File: config.mk
export PLATFORM = sky130hd
export DESIGN_NAME = pipeline_ctrl
export DESIGN_NICKNAME = d
export VERILOG_FILES = /design/src/rtl/pipeline_ctrl_pkg.sv /design/src/rtl/pipeline_ctrl_hazard_unit.sv /design/src/rtl/pipeline_ctrl.sv
export SDC_FILE = /design/constraint.sdc
export NUM_CORES = 1
export LEC_CHECK = 0
export ABC_AREA = 1
export CAP_MARGIN = 30
export CORE_AREA = 3 3 48 94
export CTS_CLUSTER_SIZE = 10
export DETAILED_ROUTE_END_ITERATION = 10
export DIE_AREA = 0 0 51 97
export PLACE_DENSITY = 0.86
export SLEW_MARGIN = 0
export SYNTH_ARGS = -nofsm -noshare
export SYNTH_HDL_FRONTEND = slang
export SYNTH_SLANG_ARGS = --single-unit
File: constraint.sdc
create_clock -name CLK -period 3.03 [get_ports CLK]
set_input_delay 0.303 -clock CLK [delete_from_list [all_inputs] [get_ports CLK]]
set_output_delay 0.303 -clock CLK [all_outputs]
set_load 0.02 [all_outputs]
File: src/rtl/pipeline_ctrl_pkg.sv
// Shared types for the pipeline control slice.
//   regbits_t     : register-file index (5 bits)
//   word_t        : datapath word (32 bits)
//   pctrl_state_t : sequencer state (RUN, DWAIT, HALTED)
//   latch_ctrl_t  : enable/flush pair driven to one pipeline latch
package pipeline_ctrl_pkg;

  typedef logic [4:0]  regbits_t;
  typedef logic [31:0] word_t;

  typedef enum logic [1:0] {
    RUN    = 2'd0,
    DWAIT  = 2'd1,
    HALTED = 2'd2
  } pctrl_state_t;

  typedef struct packed {
    logic en;
    logic flush;
  } latch_ctrl_t;

endpackage

File: src/rtl/pipeline_ctrl_hazard_unit.sv
// Combinational load-use detector.
// Ports:
//   idex_MemRead : EX-stage instruction is a load
//   idex_wsel    : EX-stage destination register
//   ifid_rs      : ID-stage source rs
//   ifid_rt      : ID-stage source rt
//   lu_stall     : ID-stage instruction consumes the load result next cycle
module hazard_unit
  import pipeline_ctrl_pkg::*;
(
  input  logic     idex_MemRead,
  input  regbits_t idex_wsel,
  input  regbits_t ifid_rs,
  input  regbits_t ifid_rt,
  output logic     lu_stall
);

  // Register 0 is hard-wired, so a load targeting it never creates a hazard.
  assign lu_stall = idex_MemRead & (idex_wsel != '0) &
                    ((idex_wsel == ifid_rs) | (idex_wsel == ifid_rt));

endmodule

File: src/rtl/pipeline_ctrl.sv
// Central sequencer for the IF/ID, ID/EX, EX/MEM, MEM/WB latches and the PC.
// Priority: dmem wait > halt > redirect > load-use > ifetch miss.
// Optional build macro PIPE_PERF_EN adds saturating performance counters;
// without it the counter ports are tied to zero.
// Ports:
//   CLK, RST            : clock, synchronous active-high reset
//   ihit, dhit          : ifetch / data access complete
//   exmem_dREN/dWEN     : MEM-stage memory request
//   exmem_halt          : MEM-stage halt instruction
//   redirect            : taken branch/jump resolved in MEM
//   idex_MemRead, idex_wsel, ifid_rs, ifid_rt : load-use inputs
//   pc_en, *_en, *_flush: PC and latch controls (combinational)
//   halt                : registered, sticky halt
//   stall_cnt, flush_cnt, dwait_cnt : performance counters
module pipeline_ctrl
  import pipeline_ctrl_pkg::*;
#(
  parameter int CNT_W = 32
) (
  input  logic             CLK,
  input  logic             RST,
  input  logic             ihit,
  input  logic             dhit,
  input  logic             exmem_dREN,
  input  logic             exmem_dWEN,
  input  logic             exmem_halt,
  input  logic             redirect,
  input  logic             idex_MemRead,
  input  regbits_t         idex_wsel,
  input  regbits_t         ifid_rs,
  input  regbits_t         ifid_rt,
  output logic             pc_en,
  output logic             ifid_en,
  output logic             idex_en,
  output logic             exmem_en,
  output logic             memwb_en,
  output logic             ifid_flush,
  output logic             idex_flush,
  output logic             exmem_flush,
  output logic             memwb_flush,
  output logic             halt,
  output logic [CNT_W-1:0] stall_cnt,
  output logic [CNT_W-1:0] flush_cnt,
  output logic [CNT_W-1:0] dwait_cnt
);

  pctrl_state_t state, state_nxt;
  latch_ctrl_t  ifid_c, idex_c, exmem_c, memwb_c;
  logic         lu_stall;
  logic         dwait_req;
  logic         resolve;
  logic         halt_take;
  logic         redirect_take;
  logic         halt_p1;

  hazard_unit u_hazard (
    .idex_MemRead (idex_MemRead),
    .idex_wsel    (idex_wsel),
    .ifid_rs      (ifid_rs),
    .ifid_rt      (ifid_rt),
    .lu_stall     (lu_stall)
  );

  assign dwait_req = (exmem_dREN | exmem_dWEN) & ~dhit;

  // A cycle free of a data-memory wait evaluates the lower priorities,
  // including the cycle in which a pending access finally completes.
  assign resolve = ((state == RUN) & ~dwait_req) | ((state == DWAIT) & dhit);

  always_ff @(posedge CLK) begin
    if (RST) state <= RUN;
    else     state <= state_nxt;
  end

  always_comb begin
    state_nxt = state;
    case (state)
      RUN: begin
        if (dwait_req)       state_nxt = DWAIT;
        else if (exmem_halt) state_nxt = HALTED;
      end
      DWAIT: begin
        if (dhit) state_nxt = exmem_halt ? HALTED : RUN;
      end
      HALTED:  state_nxt = HALTED;
      default: state_nxt = RUN;
    endcase
  end

  always_comb begin
    ifid_c        = '0;
    idex_c        = '0;
    exmem_c       = '0;
    memwb_c       = '0;
    pc_en         = 1'b0;
    halt_take     = 1'b0;
    redirect_take = 1'b0;
    if (RST) begin
      ifid_c.flush  = 1'b1;
      idex_c.flush  = 1'b1;
      exmem_c.flush = 1'b1;
      memwb_c.flush = 1'b1;
    end else if (resolve) begin
      ifid_c.en  = 1'b1;
      idex_c.en  = 1'b1;
      exmem_c.en = 1'b1;
      memwb_c.en = 1'b1;
      pc_en      = 1'b1;
      if (exmem_halt) begin
        // Only the halt itself drains into MEM/WB; everything behind it freezes.
        halt_take  = 1'b1;
        ifid_c.en  = 1'b0;
        idex_c.en  = 1'b0;
        exmem_c.en = 1'b0;
        pc_en      = 1'b0;
      end else if (redirect) begin
        redirect_take = 1'b1;
        ifid_c.flush  = 1'b1;
        idex_c.flush  = 1'b1;
        exmem_c.flush = 1'b1;
      end else if (lu_stall) begin
        pc_en        = 1'b0;
        ifid_c.en    = 1'b0;
        idex_c.flush = 1'b1;
      end else if (!ihit) begin
        pc_en        = 1'b0;
        ifid_c.flush = 1'b1;
      end
    end
  end

  assign ifid_en     = ifid_c.en;
  assign idex_en     = idex_c.en;
  assign exmem_en    = exmem_c.en;
  assign memwb_en    = memwb_c.en;
  assign ifid_flush  = ifid_c.flush;
  assign idex_flush  = idex_c.flush;
  assign exmem_flush = exmem_c.flush;
  assign memwb_flush = memwb_c.flush;

  // Halt register: set on the trigger edge, cleared only by reset.
  always_ff @(posedge CLK) begin
    if (RST)            halt_p1 <= 1'b0;
    else if (halt_take) halt_p1 <= 1'b1;
  end

  assign halt = halt_p1;

`ifdef PIPE_PERF_EN
  logic [CNT_W-1:0] stall_p1, flush_p1, dwait_p1;

  function automatic logic [CNT_W-1:0] sat_inc(input logic [CNT_W-1:0] v);
    return (v == '1) ? v : v + {{(CNT_W-1){1'b0}}, 1'b1};
  endfunction

  // Counters only move in RUN/DWAIT, so they freeze once HALTED.
  always_ff @(posedge CLK) begin
    if (RST) begin
      stall_p1 <= '0;
      flush_p1 <= '0;
      dwait_p1 <= '0;
    end else begin
      if ((state != HALTED) && !pc_en) stall_p1 <= sat_inc(stall_p1);
      if (redirect_take)               flush_p1 <= sat_inc(flush_p1);
      if (state == DWAIT)              dwait_p1 <= sat_inc(dwait_p1);
    end
  end

  assign stall_cnt = stall_p1;
  assign flush_cnt = flush_p1;
  assign dwait_cnt = dwait_p1;
`else
  assign stall_cnt = '0;
  assign flush_cnt = '0;
  assign dwait_cnt = '0;
`endif

endmodule

### Yosys cells after proc, flatten, opt, wreduce, memory -nomap -nowiden

Index checks and enable logic that the tools add are counted.

* output and inout port bits: 106
* memories kept: 0
* logic and storage cells: 60
* memory bits (writable): 0
* bits in registers: 3
* bits in latches: 0
* ROM bits: 0

* divide/modulo/power cells: 0
* mux-type cells: 39
* shift-type cells: 0
* add/subtract/negate cells: 0
* reductions and logical operators: 3
* bitwise operators: 10
* $lt $le $gt $ge: 0
* equal/unequal tests: 6
* multipliers: 0

Operators by type and width (count)
* 2-to-1 mux 1 bit: 31
* 2-to-1 mux 2 bit: 7
* == test 5 bit: 2
* one-hot mux 2 bit (3 select lines): 1
* AND 1 bit: 5
* nonzero test 5 bit: 1
* != test 3 bit (second input constant): 1
* OR 1 bit: 3
* == test 2 x 1 -> 1 bit (second input constant): 1
* == test 2 bit (second input constant): 1
* zero test 2 bit: 1
* != test 2 bit (second input constant): 1
* NOT 1 bit: 2
* AND reduction 2 bit: 1

### Depth between registers and ports, before layout

Gate-level depths: netlist (run 1).

* depth after elaboration: 8
* mapped depth: 9
* depth with buffers taken out: 9

### By module

Synthesis (run 1) repeated with hierarchy kept, for this count alone.

* cells, all modules: 184
* area total of the unflattened synthesis: 1173.6 um^2

Modules (own cells, without submodules)
* pipeline_ctrl: seq. area each 60.1 um^2, instances 1, area an instance 978.4 um^2, cells an instance 139
* hazard_unit: seq. area each 0.0 um^2, instances 1, area an instance 195.2 um^2, cells an instance 45

### Least setup slack after synthesis (run 1)

OpenSTA, ideal clock, no wires.

* path kind: register to output
* from: register state[0]
* to: output port idex_flush
* stages on the path, launching flop included: 5
* path buffers: 0
* arrival: 1278 ps
* setup slack: 1449 ps
* required time: 2727 ps
* cells stage by stage: dfxtp_1 inv_2 o31ai_4 nand2_4 o21ai_0

* longest elaborated chain between the ends: 5
* elaborated cells on any way between the ends: 7

RTL lines
* from (decl): line pipeline_ctrl.sv:47 `pctrl_state_t state, state_nxt;`
* from (signal assigned): line pipeline_ctrl.sv:72 `else state <= state_nxt;`
* == test 2 x 1 -> 1 bit / zero test 2 bit (equally long branches): line pipeline_ctrl.sv:68 `assign resolve = ((state == RUN) & ~dwait_req) | ((state == DWAIT) & dhit);`
* AND 1 bit: line pipeline_ctrl.sv:68
* OR 1 bit *: line pipeline_ctrl.sv:68
* 2-to-1 mux 2 bit *: line pipeline_ctrl.sv:103 `end else if (resolve) begin`
* 2-to-1 mux 1 bit *: line pipeline_ctrl.sv:98 `if (RST) begin`
* to (decl): line pipeline_ctrl.sv:38 `output logic idex_flush,`

Mark *: on every way between the ends. The rest lies on a longest branch, timed or not.

### Final worst setup path (run 1)

* from: input port idex_wsel[3]
* to: output port idex_flush

* longest elaborated chain between the ends: 8
* elaborated cells on any way between the ends: 11

RTL lines
* from (decl): line pipeline_ctrl.sv:29 `input regbits_t idex_wsel,`
* == test 5 bit / nonzero test 5 bit (equally long branches): line pipeline_ctrl_hazard_unit.sv:20, pipeline_ctrl_hazard_unit.sv:19
* OR 1 bit / AND 1 bit (equally long branches): line pipeline_ctrl_hazard_unit.sv:20, pipeline_ctrl_hazard_unit.sv:19
* AND 1 bit *: line pipeline_ctrl_hazard_unit.sv:19 `assign lu_stall = idex_MemRead & (idex_wsel != '0) &`
* 2-to-1 mux 1 bit *: line pipeline_ctrl.sv:121 `end else if (lu_stall) begin`
* 2-to-1 mux 1 bit *: line pipeline_ctrl.sv:116 `end else if (redirect) begin`
* 2-to-1 mux 1 bit *: line pipeline_ctrl.sv:109 `if (exmem_halt) begin`
* 2-to-1 mux 2 bit *: line pipeline_ctrl.sv:103
* 2-to-1 mux 1 bit *: line pipeline_ctrl.sv:98

Marked as above.

==> results of run 1 <==
==> kinds of logic after synthesis <==
kind of cell    synth area share
xor+xnor                  0.0147
flops                     0.0504
simple gates               0.176
other cells              0.00314
compound gates            0.0598
buf+inv                    0.696
==> flip-flops by register name, summed over array words and instances (netlist names) <==
register  count
state         2
halt          1
==> metrics by stage <==
| stage | utilization | power, mW |
|---|---|---|
| floorplan | - | 0.308 |
| global placement | 0.311 | 0.272 |
| detailed placement | 0.311 | 0.275 |
| CTS | 0.322 | 0.395 |
| global route | 0.322 | 0.419 |
| finish | 0.322 | 0.393 |
==> worst max-delay path: stages <==
cell             delay [ps]
clkdlybuf4s50_1         510
inv_1                   100
nand2_1                  60
nand2_1                  50
nor2_1                  100
nand3_1                  90
nand2_1                 100
nand2_1                  60
o21ai_0                 130
clkdlybuf4s50_1         620
==> path summary, 6_finish.rpt <==
kind	end	slack [ps]	depth (start not counted)
worst max-delay path	idex_flush	600	10
worst min-delay path	halt	460	2
worst max register to register	halt	2030	4
worst min register to register	halt	460	2
==> layer usage <==
metal,up-vias,wire length (µm)
met5,-,0
met4,0,18
met3,2,411
met2,102,1080
met1,346,452
li1,432,-
==> layout make-up <==
type | count | share of cell area
Multi-Input combinational cell | 156 | 0.526
Timing Repair Buffer | 33 | 0.264
Sequential cell | 3 | 0.0480
Tap cell | 51 | 0.0509
Inverter | 25 | 0.0749
Clock buffer | 4 | 0.0360
==> cell usage in the layout (no fill, tap or decap) <==
cell type,n
o21ai_0,3
conb_1,96
nand3_1,4
dfxtp_1,3
inv_1,24
clkdlybuf4s50_1,33
a31oi_1,1
nand2_1,27
nor2_4,1
clkbuf_8,3
clkbuf_1,1
a21oi_1,4
nand2_4,1
nand2_2,1
xnor2_1,2
nand4_1,1
o31ai_4,1
inv_2,1
nor4_1,1
o21ai_2,1
nor2_1,11
nor2_2,1
==> power by group <==
part	internal [mW]	switching, mW	leakage [nW]	total (mW)
clock network	0.0897	0.0269	0.0228	0.117
logic	0.0630	0.166	0.710	0.229
registers	0.0440	0.00362	0.0248	0.0476
==> load_flow_metrics.sql, run 1 <==
INSERT INTO impl_metrics (metric_group, metric, value, unit) VALUES
('worst_setup_path', 'path_class', 'input pin to output port', ''),
('worst_setup_path', 'worstReg2RegStart', 'state[0]', ''),
('die', 'start_util', '0.307', ''),
('timing', 'finalWorstPathRequiredPeriod', '2430', 'ps'),
('cells_and_area', 'sequential_cell_area', '60.1', 'µm²'),
('timing', 'timing.final.max_slew_violations', '0', ''),
('detailed_routing', 'iteration_0_drc_markers', '12', ''),
('cells_and_area', 'synthToLayoutAreaGrowth', '5.04', '%'),
('worst_setup_path', 'arrival', '2130', 'ps'),
('grt', 'grt_most_used_layer', 'met2', ''),
('clock_network', 'cts.hold.buffers_added', '0', ''),
('synth', 'synthDominantCellAreaShare', '0.617', ''),
('grt', 'grt_met1_use', '0.0451', ''),
('clock_network', 'clk_root_buf', 'clkbuf_8', ''),
('power_and_ir_drop', 'power.static_leakage', '0.757', 'nW'),
('die', 'fp.dieArea', '4950', 'µm²'),
('worst_setup_path', 'worst_ep_required_time', '2730', 'ps'),
('die', 'ports', '130', ''),
('worst_setup_path', 'worst_setup_path_end_kind', 'output port', ''),
('synth', 'synth.area.top_cells', 'buf_4 62%, nand2_1 8.5%, inv_1 7.6%', ''),
('timing', 'setup_ws', '597', 'ps'),
('synth', 'syn_inst', '187', ''),
('grt', 'grt_pass1_wl', '2620', 'µm'),
('detailed_routing', 'via_count', '882', ''),
('cells_and_area', 'area_occupied_by_multi_input_gates', '659', 'µm²'),
('placed_design', 'placement.setup.worst_slack', '553', 'ps'),
('timing', 'tns', '0', 'ps'),
('clock_network', 'clkSlewWorstSetupHoldPaths', '30', 'ps'),
('grt', 'grt_pass1_vias', '671', ''),
('cells_and_area', 'antenna_cells', '0', ''),
('synth', 'synth-seq-cells', '3', ''),
('cells_and_area', 'number_of_nets_in_the_layout', '246', ''),
('placed_design', 'place.port_buffers', '33', ''),
('cells_and_area', 'design_area', '1250', 'µm²'),
('synth', 'synth-warning-count', '0', ''),
('synth', 'syn-cell-area', '1190', 'µm²'),
('job', 'cap_violations', '0', ''),
('die', 'core', '3880', 'µm²'),
('detailed_routing', 'drt_pre_antenna_iters', '2', ''),
('clock_network', 'clock-sinks', '3', ''),
('synth', 'synthDominantAreaCellType', 'buf_4', ''),
('grt', 'overflow', '0', ''),
('worst_setup_path', 'crit_path_start_kind', 'input pin', ''),
('timing', 'period_share', '0.803', ''),
('timing', 'fmax', '0.411', 'GHz'),
('detailed_routing', 'drc_errors', '0', ''),
('synth', 'syn-mean-instance-area', '6.38', 'µm²'),
('detailed_routing', 'postRouteAntennaNets', '0', ''),
('status', 'run_status', 'complete, no violations', ''),
('cells_and_area', 'finalNonFillerCells', '272', ''),
('power_and_ir_drop', 'vdd_drop_max', '0.151', 'mV'),
('synth', 'number_of_enable_flip_flop_cells_after_synthesis', '0', ''),
('detailed_routing', 'routed_wire_length_per_instance', '7.20', 'µm'),
('placed_design', 'hpwlAfterDp', '1860', 'µm'),
('placed_design', 'postPlaceCellArea', '1210', 'µm²'),
('clock_network', 'postCtsSetupBuffers', '0', ''),
('detailed_routing', 'viasPerCell', '3.24', ''),
('synth', 'yosysSeqAreaShare', '0.0504', ''),
('grt', 'grt_met2_use', '0.147', ''),
('hold_path', 'hold_start', 'halt', ''),
('cells_and_area', 'share_of_layout_cells_above_drive_strength_1', '0.0452', ''),
('worst_setup_path', 'critPathLaunch', 'idex_wsel[3]', ''),
('synth', 'netlist-cell-type-count', '20', ''),
('synth', 'async_reset_ff_frac', '0', ''),
('die', 'chipWidth', '51', 'µm'),
('clock_network', 'ctsHtreeMaxLevel', '1', ''),
('grt', 'grt.met3_usage', '0.0185', ''),
('clock_network', 'resized_gates_after_cts', '0', ''),
('clock_network', 'cts_tree', 'done', ''),
('synth', 'synth_most_common_cell', 'buf_4', ''),
('grt', 'grtUsageTotal', '0.0679', '');
Power figures use the tool's default switching activity.
==> inputs of run 2 (changes only) <==
CORE_AREA = 3 3 52 102   (was 3 3 48 94)
DIE_AREA = 0 0 55 105   (was 0 0 51 97)
PLACE_DENSITY = 0.77   (was 0.86)
clock period = 2.15 ns   (was 3.03 ns; I/O delays follow)
==> load_flow_metrics.sql, run 2 (synthesis results as in run 1) <==
INSERT INTO impl_metrics (metric_group, metric, value, unit) VALUES
('timing', 'fmax', '0.515', 'GHz'),
('hold_path', 'hold-path-endpoint', 'halt', ''),
('worst_setup_path', 'timing.reg2reg.setup_slack', '1130', 'ps'),
('grt', 'grt_pass1_vias', '649', ''),
('detailed_routing', 'postRouteAntennaNets', '0', ''),
('timing', 'tns', '0', 'ps'),
('worst_setup_path', 'regToRegEndpoint', 'halt', ''),
('timing', 'setup_ws', '209', 'ps'),
('timing', 'clock-skew-final', '0.331', 'ps'),
('timing', 'timing.final.max_slew_violations', '0', ''),
('cells_and_area', 'mostFrequentLayoutCells', '96 x conb_1, 27 x nand2_1, 25 x clkdlybuf4s50_1', ''),
('cells_and_area', 'top_register', 'state', ''),
('worst_setup_path', 'reg2regPathDepth', '5', ''),
('clock_network', 'clock-sinks', '3', ''),
('placed_design', 'gp_congestion', '0.611', ''),
('placed_design', 'place.port_buffers', '33', ''),
('detailed_routing', 'routed_wire_length_per_instance', '7.23', 'µm'),
('worst_setup_path', 'arrival', '1730', 'ps'),
('die', 'core', '4640', 'µm²'),
('worst_setup_path', 'cp_top_family', 'buffers and inverters', ''),
('hold_path', 'timing.hold.worst.class', 'flip-flop to flip-flop', ''),
('clock_network', 'cts.hold.buffers_added', '0', ''),
('worst_setup_path', 'path_class', 'input pin to output port', ''),
('detailed_routing', 'via_count', '916', ''),
('timing', 'hold_viol', '0', ''),
('detailed_routing', 'drc_errors', '0', ''),
('clock_network', 'ctsHtreeMaxLevel', '1', ''),
('clock_network', 'cts_buffers', '3', ''),
('placed_design', 'placement.setup.worst_slack', '-137', 'ps'),
('power_and_ir_drop', 'vdd_drop_max', '0.198', 'mV'),
('detailed_routing', 'viasPerCell', '3.26', ''),
('worst_setup_path', 'path_common_cell', 'nand2_1', ''),
('hold_path', 'whs_path_depth', '2', ''),
('placed_design', 'hpwlAfterDp', '1880', 'µm'),
('clock_network', 'clock_insertion_delay_worst_skew', '210', 'ps'),
('hold_path', 'hold_start', 'halt', ''),
('cells_and_area', 'layout.cells.most_common', 'conb_1', ''),
('detailed_routing', 'iteration_0_drc_markers', '9', ''),
('worst_setup_path', 'worst_setup_path_end_kind', 'output port', ''),
('worst_setup_path', 'worst_ep_required_time', '1930', 'ps'),
('clock_network', 'clk_root_buf', 'clkbuf_8', ''),
('grt', 'grt_pass1_wl', '2600', 'µm'),
('timing', 'finalWorstPathRequiredPeriod', '1940', 'ps'),
('cells_and_area', 'antenna_cells', '0', ''),
('worst_setup_path', 'worst_path_largest_cell_delay', '500', 'ps'),
('grt', 'largest_net_degree_at_the_start_of_global_routing', '9', ''),
('worst_setup_path', 'critPathLaunch', 'idex_wsel[1]', ''),
('die', 'chipWidth', '55', 'µm'),
('worst_setup_path', 'timing.critical_path.cells', 'clkdlybuf4s50_1 > inv_1 > nand2_1 > nand2_1 > nor2_2 > nand3_1 > nand2_1 > nand3_1 > nand2_2 > inv_1 > clkdlybuf4s15_1', ''),
('cells_and_area', 'largest_register_ffs', '2', ''),
('power_and_ir_drop', 'power.static_leakage', '0.815', 'nW'),
('worst_setup_path', 'critical_path.max_fanout', '3', ''),
('cells_and_area', 'area_occupied_by_multi_input_gates', '662', 'µm²'),
('power_and_ir_drop', 'pwr_density_cell', '428', 'nW/µm²'),
('die', 'start_util', '0.257', ''),
('cells_and_area', 'fillers', '516', ''),
('cells_and_area', 'share_of_layout_cells_above_drive_strength_1', '0.0796', ''),
('detailed_routing', 'drt_pre_antenna_iters', '4', ''),
('timing', 'finalSetupViolations', '0', ''),
('status', 'run_status', 'complete, no violations', ''),
('timing', 'rsz_0062_raised_after_global_routing', 'no', ''),
('die', 'fp.dieArea', '5780', 'µm²'),
('detailed_routing', 'routed_wirelength', '2030', 'µm'),
('cells_and_area', 'sequential_cell_area', '60.1', 'µm²'),
('worst_setup_path', 'worst-path-stages', '11', ''),
('job', 'cap_violations', '0', ''),
('clock_network', 'ctsLongestPathBuffers', '2', ''),
('clock_network', 'clkSlewWorstSetupHoldPaths', '30', 'ps'),
('clock_network', 'cts_tree', 'done', ''),
('grt', 'overflow', '0', ''),
('die', 'ports', '130', ''),
('die', 'fp.dieH', '105', 'µm'),
('cells_and_area', 'number_of_nets_in_the_layout', '251', ''),
('grt', 'grt_antenna_before_repair', '0', ''),
('timing', 'period_share', '0.903', ''),
('worst_setup_path', 'crit_path_start_kind', 'input pin', ''),
('worst_setup_path', 'cp_slowest_cell', 'clkdlybuf4s50_1', ''),
('grt', 'grtUsageTotal', '0.0605', ''),
('cells_and_area', 'synthToLayoutAreaGrowth', '8.18', '%'),
('worst_setup_path', 'worstReg2RegStart', 'state[1]', ''),
('die', 'num_rows', '35', ''),
('worst_setup_path', 'critical_path.n_buffers_inverters', '4', ''),
('power_and_ir_drop', 'report.power.total', '0.552', 'mW');
-- run 2: cell count changes in the layout (fill, tap and decap cells not counted), sizes merged --
cell / delta
dlymetal6s2s: +2
dlygate4sd2: +2
clkdlybuf4s15: +2
buf: +5
clkbuf: +2
clkdlybuf4s50: -8
-- run 2: layout make-up --
class                      count  area share
clock buffer                   4      0.0349
inverter                      25      0.0727
multi-input combinational    156       0.513
sequential                     3      0.0466
tap                           55      0.0533
timing repair buffer          38       0.279
-- run 2: how the worst max path moves through the flow --
stage,to,slack (ps)
after global routing,ifid_en,30
after floorplan,idex_flush,660
after global placement,pc_en,-140
final,ifid_en,210
after CTS,exmem_flush,30
after detailed placement,idex_flush,-140
-- run 2: power breakdown --
group	total [mW]	switching (mW)	internal, mW
Sequential	0.0669	0.00485	0.0620
Clock	0.162	0.0354	0.126
Combinational	0.324	0.235	0.0885
Total	0.552	0.275	0.277
-- run 2: per-layer routing --
metal,GRT usage,up-vias,wire [µm]
li1,-,444,-
met1,0.0433,371,474
met2,0.128,99,1080
met3,0.00713,2,468
met4,0.0313,0,9
met5,0,-,0
-- run 2: worst min-delay path, stage by stage (launching register included) --
cell     delay [ps]
dfxtp_1         310
a21oi_1          40
nor2_1           80
-- run 2: repair_timing --
action | 4_1_cts | 5_1_grt
endpoints found under the setup margin | 6 | 6
resized for setup | 6 | 11
buffers inserted | 0 | 0
pin swaps | 0 | 0
-- run 2: metrics by stage --
stage | instances | util | hold WS, ps | cell area [µm²]
floorplan | 282 | - | 284 | 1550
global placement | 277 | 0.269 | 449 | 1250
detailed placement | 277 | 0.269 | 467 | 1250
CTS | 281 | 0.277 | 474 | 1290
global route | 281 | 0.278 | 519 | 1290
finish | 281 | 0.278 | 472 | 1290
==> variant (flow settings as in run 2) <==
The parameter `CNT_W` goes from 32 to 16.
--- a/src/rtl/pipeline_ctrl.sv
+++ b/src/rtl/pipeline_ctrl.sv
@@ -15,7 +15,7 @@
 module pipeline_ctrl
   import pipeline_ctrl_pkg::*;
 #(
-  parameter int CNT_W = 32
+  parameter int CNT_W = 16
 ) (
   input  logic             CLK,
   input  logic             RST,
Interface: changed (resized dwait_cnt, flush_cnt and stall_cnt); port bits go from 130 to 82. The function was not compared with the original's and may differ.
==> variant against run 2 <==
  * Sequential cell count unchanged
  * Non-clock buffer count decreased by 2
  * Wire length decreased by 17%
  * Total power decreased by 14%
  * Cell area decreased by 15%
  * Synthesized area decreased by 30%
  * Sequential share of layout area increased by 0.81 points
  * Synthesized cell count decreased by 26%
  * Clock skew increased by 7.8 ps
  * Worst setup slack got worse by 88 ps
  * Register-to-register slack about the same
  * First-iteration DRC count increased by 100%
  * Fmax decreased by 4.3%
  * Largest power group unchanged
==> variant: results (changes against run 2) <==
| Metric | Value |
|---|---|
| Initial antenna violation count | 0 (unchanged) |
| Area added between synthesis and finish | 32.2% (was 8.18%) |
| Largest net degree at the start of global routing | 6 (was 9) |
| XOR/XNOR Fraction of Synth Area | 2.11% (was 1.47%) |
| Status | completed (unchanged) |
| Post-DP HPWL | 1560 um (was 1880 um) |
| Met2 GRT Util | 11.4% (was 12.8%) |
| Fraction of layout cells with a size suffix above 1 | 8.52% (was 7.96%) |
| Compound-cell area share of the yosys netlist | 8.57% (was 5.98%) |
| Vias per cell | 3.33 (was 3.26) |
| Largest family of logic cells by synthesized area | buffers and inverters (unchanged) |
| Fin cells | 231 (was 281) |
| Metal-1 WL | 495 um (was 474 um) |
| Reg area | 60.1 um^2 (unchanged) |
| Leak | 0.000652 uW (was 0.000815 uW) |
| Final weighted congestion in routability-driven placement | 0.652 (was 0.611) |
| Global-route usage over all layers | 5.57% (was 6.05%) |
| Max Root-Sink Buffers | 2 (unchanged) |
| Largest delay contributor family on the critical path | buffers and inverters (unchanged) |
| Yosys warning count | 0 (unchanged) |
| Power per Cell Area | 434 nW/um^2 (was 428 nW/um^2) |
| Crit-path max FO | 4 (was 3) |
| Top cells by count, synth | buf_4, nand2_1, inv_1 (unchanged) |
| Num CTS Buffers | 3 (unchanged) |
| Met3 wire len | 340 um (was 468 um) |
| Fill cells | 515 (was 516) |
| Met1 usage | 4.68% (was 4.33%) |
| Post-detailed-route wirelength per cell | 7.33 um (was 7.23 um) |
| Non-clock buffer share | 31.6% (was 27.9%) |
| Buffers, non-clock | 36 (was 38) |
| Largest cells by area after synthesis | buf_4, nand2_1, inv_1 (unchanged) |
| Dpl cell area | 1050 um^2 (was 1250 um^2) |
| Power Combinational | 247 uW (was 324 uW) |
| Post-synthesis sequential area ratio | 7.22% (was 5.04%) |
| Int Pwr | 275 uW (was 277 uW) |
| First-pass GRT wire length | 2510 um (was 2600 um) |
| Met3 Use GR | 1.57% (was 0.713%) |
| Max IR drop VDD | 449 uV (was 198 uV) |
| Vias in the first global route | 675 (was 649) |
| Sequential cells | 3 (unchanged) |
| Max layer used | met3 (was met4) |
| Crit-path max cell delay | 600 ps (was 500 ps) |
| CTS Root Cell | clkbuf_8 (unchanged) |
| Met2 Routed Length | 858 um (was 1080 um) |
| Clock Skew | 8.11 ps (was 0.331 ps) |
| Pre-CTS setup slack | -156 ps (was -137 ps) |
| Crit path DAT | 1810 ps (was 1730 ps) |
| Multi-input logic area | 484 um^2 (was 662 um^2) |
| Multi-Input Combinational | 108 (was 156) |
| Syn Inst Count | 139 (was 187) |
| # nets final | 201 (was 251) |
| ClkCell Share | 4.10% (was 3.49%) |
| Initial DRC count | 18 (was 9) |
| DR pass1 iterations | 3 (was 4) |
-- variant: worst min-delay path: stages, from the launching register on --
cell and delay (ps):
dfxtp_1 320, a21oi_1 40, nor2_1 80
-- variant: kinds of logic (layout without fill, tap and decap cells) --
kind of cell / after synthesis / after routing
buf+inv: 75 / 65
simple gates: 48 / 48
compound gates: 10 / 10
flops: 3 / 3
xor+xnor: 2 / 2
other cells: 1 / 48
-- variant: worst paths after layout --
kind | slack, ps | depth (start not counted) | to | startpoint
worst max-delay path | 120 | 8 | memwb_en | dhit
worst min-delay path | 470 | 2 | halt$_SDFFE_PP0P_ | halt$_SDFFE_PP0P_
worst max register to register | 1130 | 4 | halt$_SDFFE_PP0P_ | state[0]$_SDFFE_PP0P_
worst min register to register | 470 | 2 | halt$_SDFFE_PP0P_ | halt$_SDFFE_PP0P_
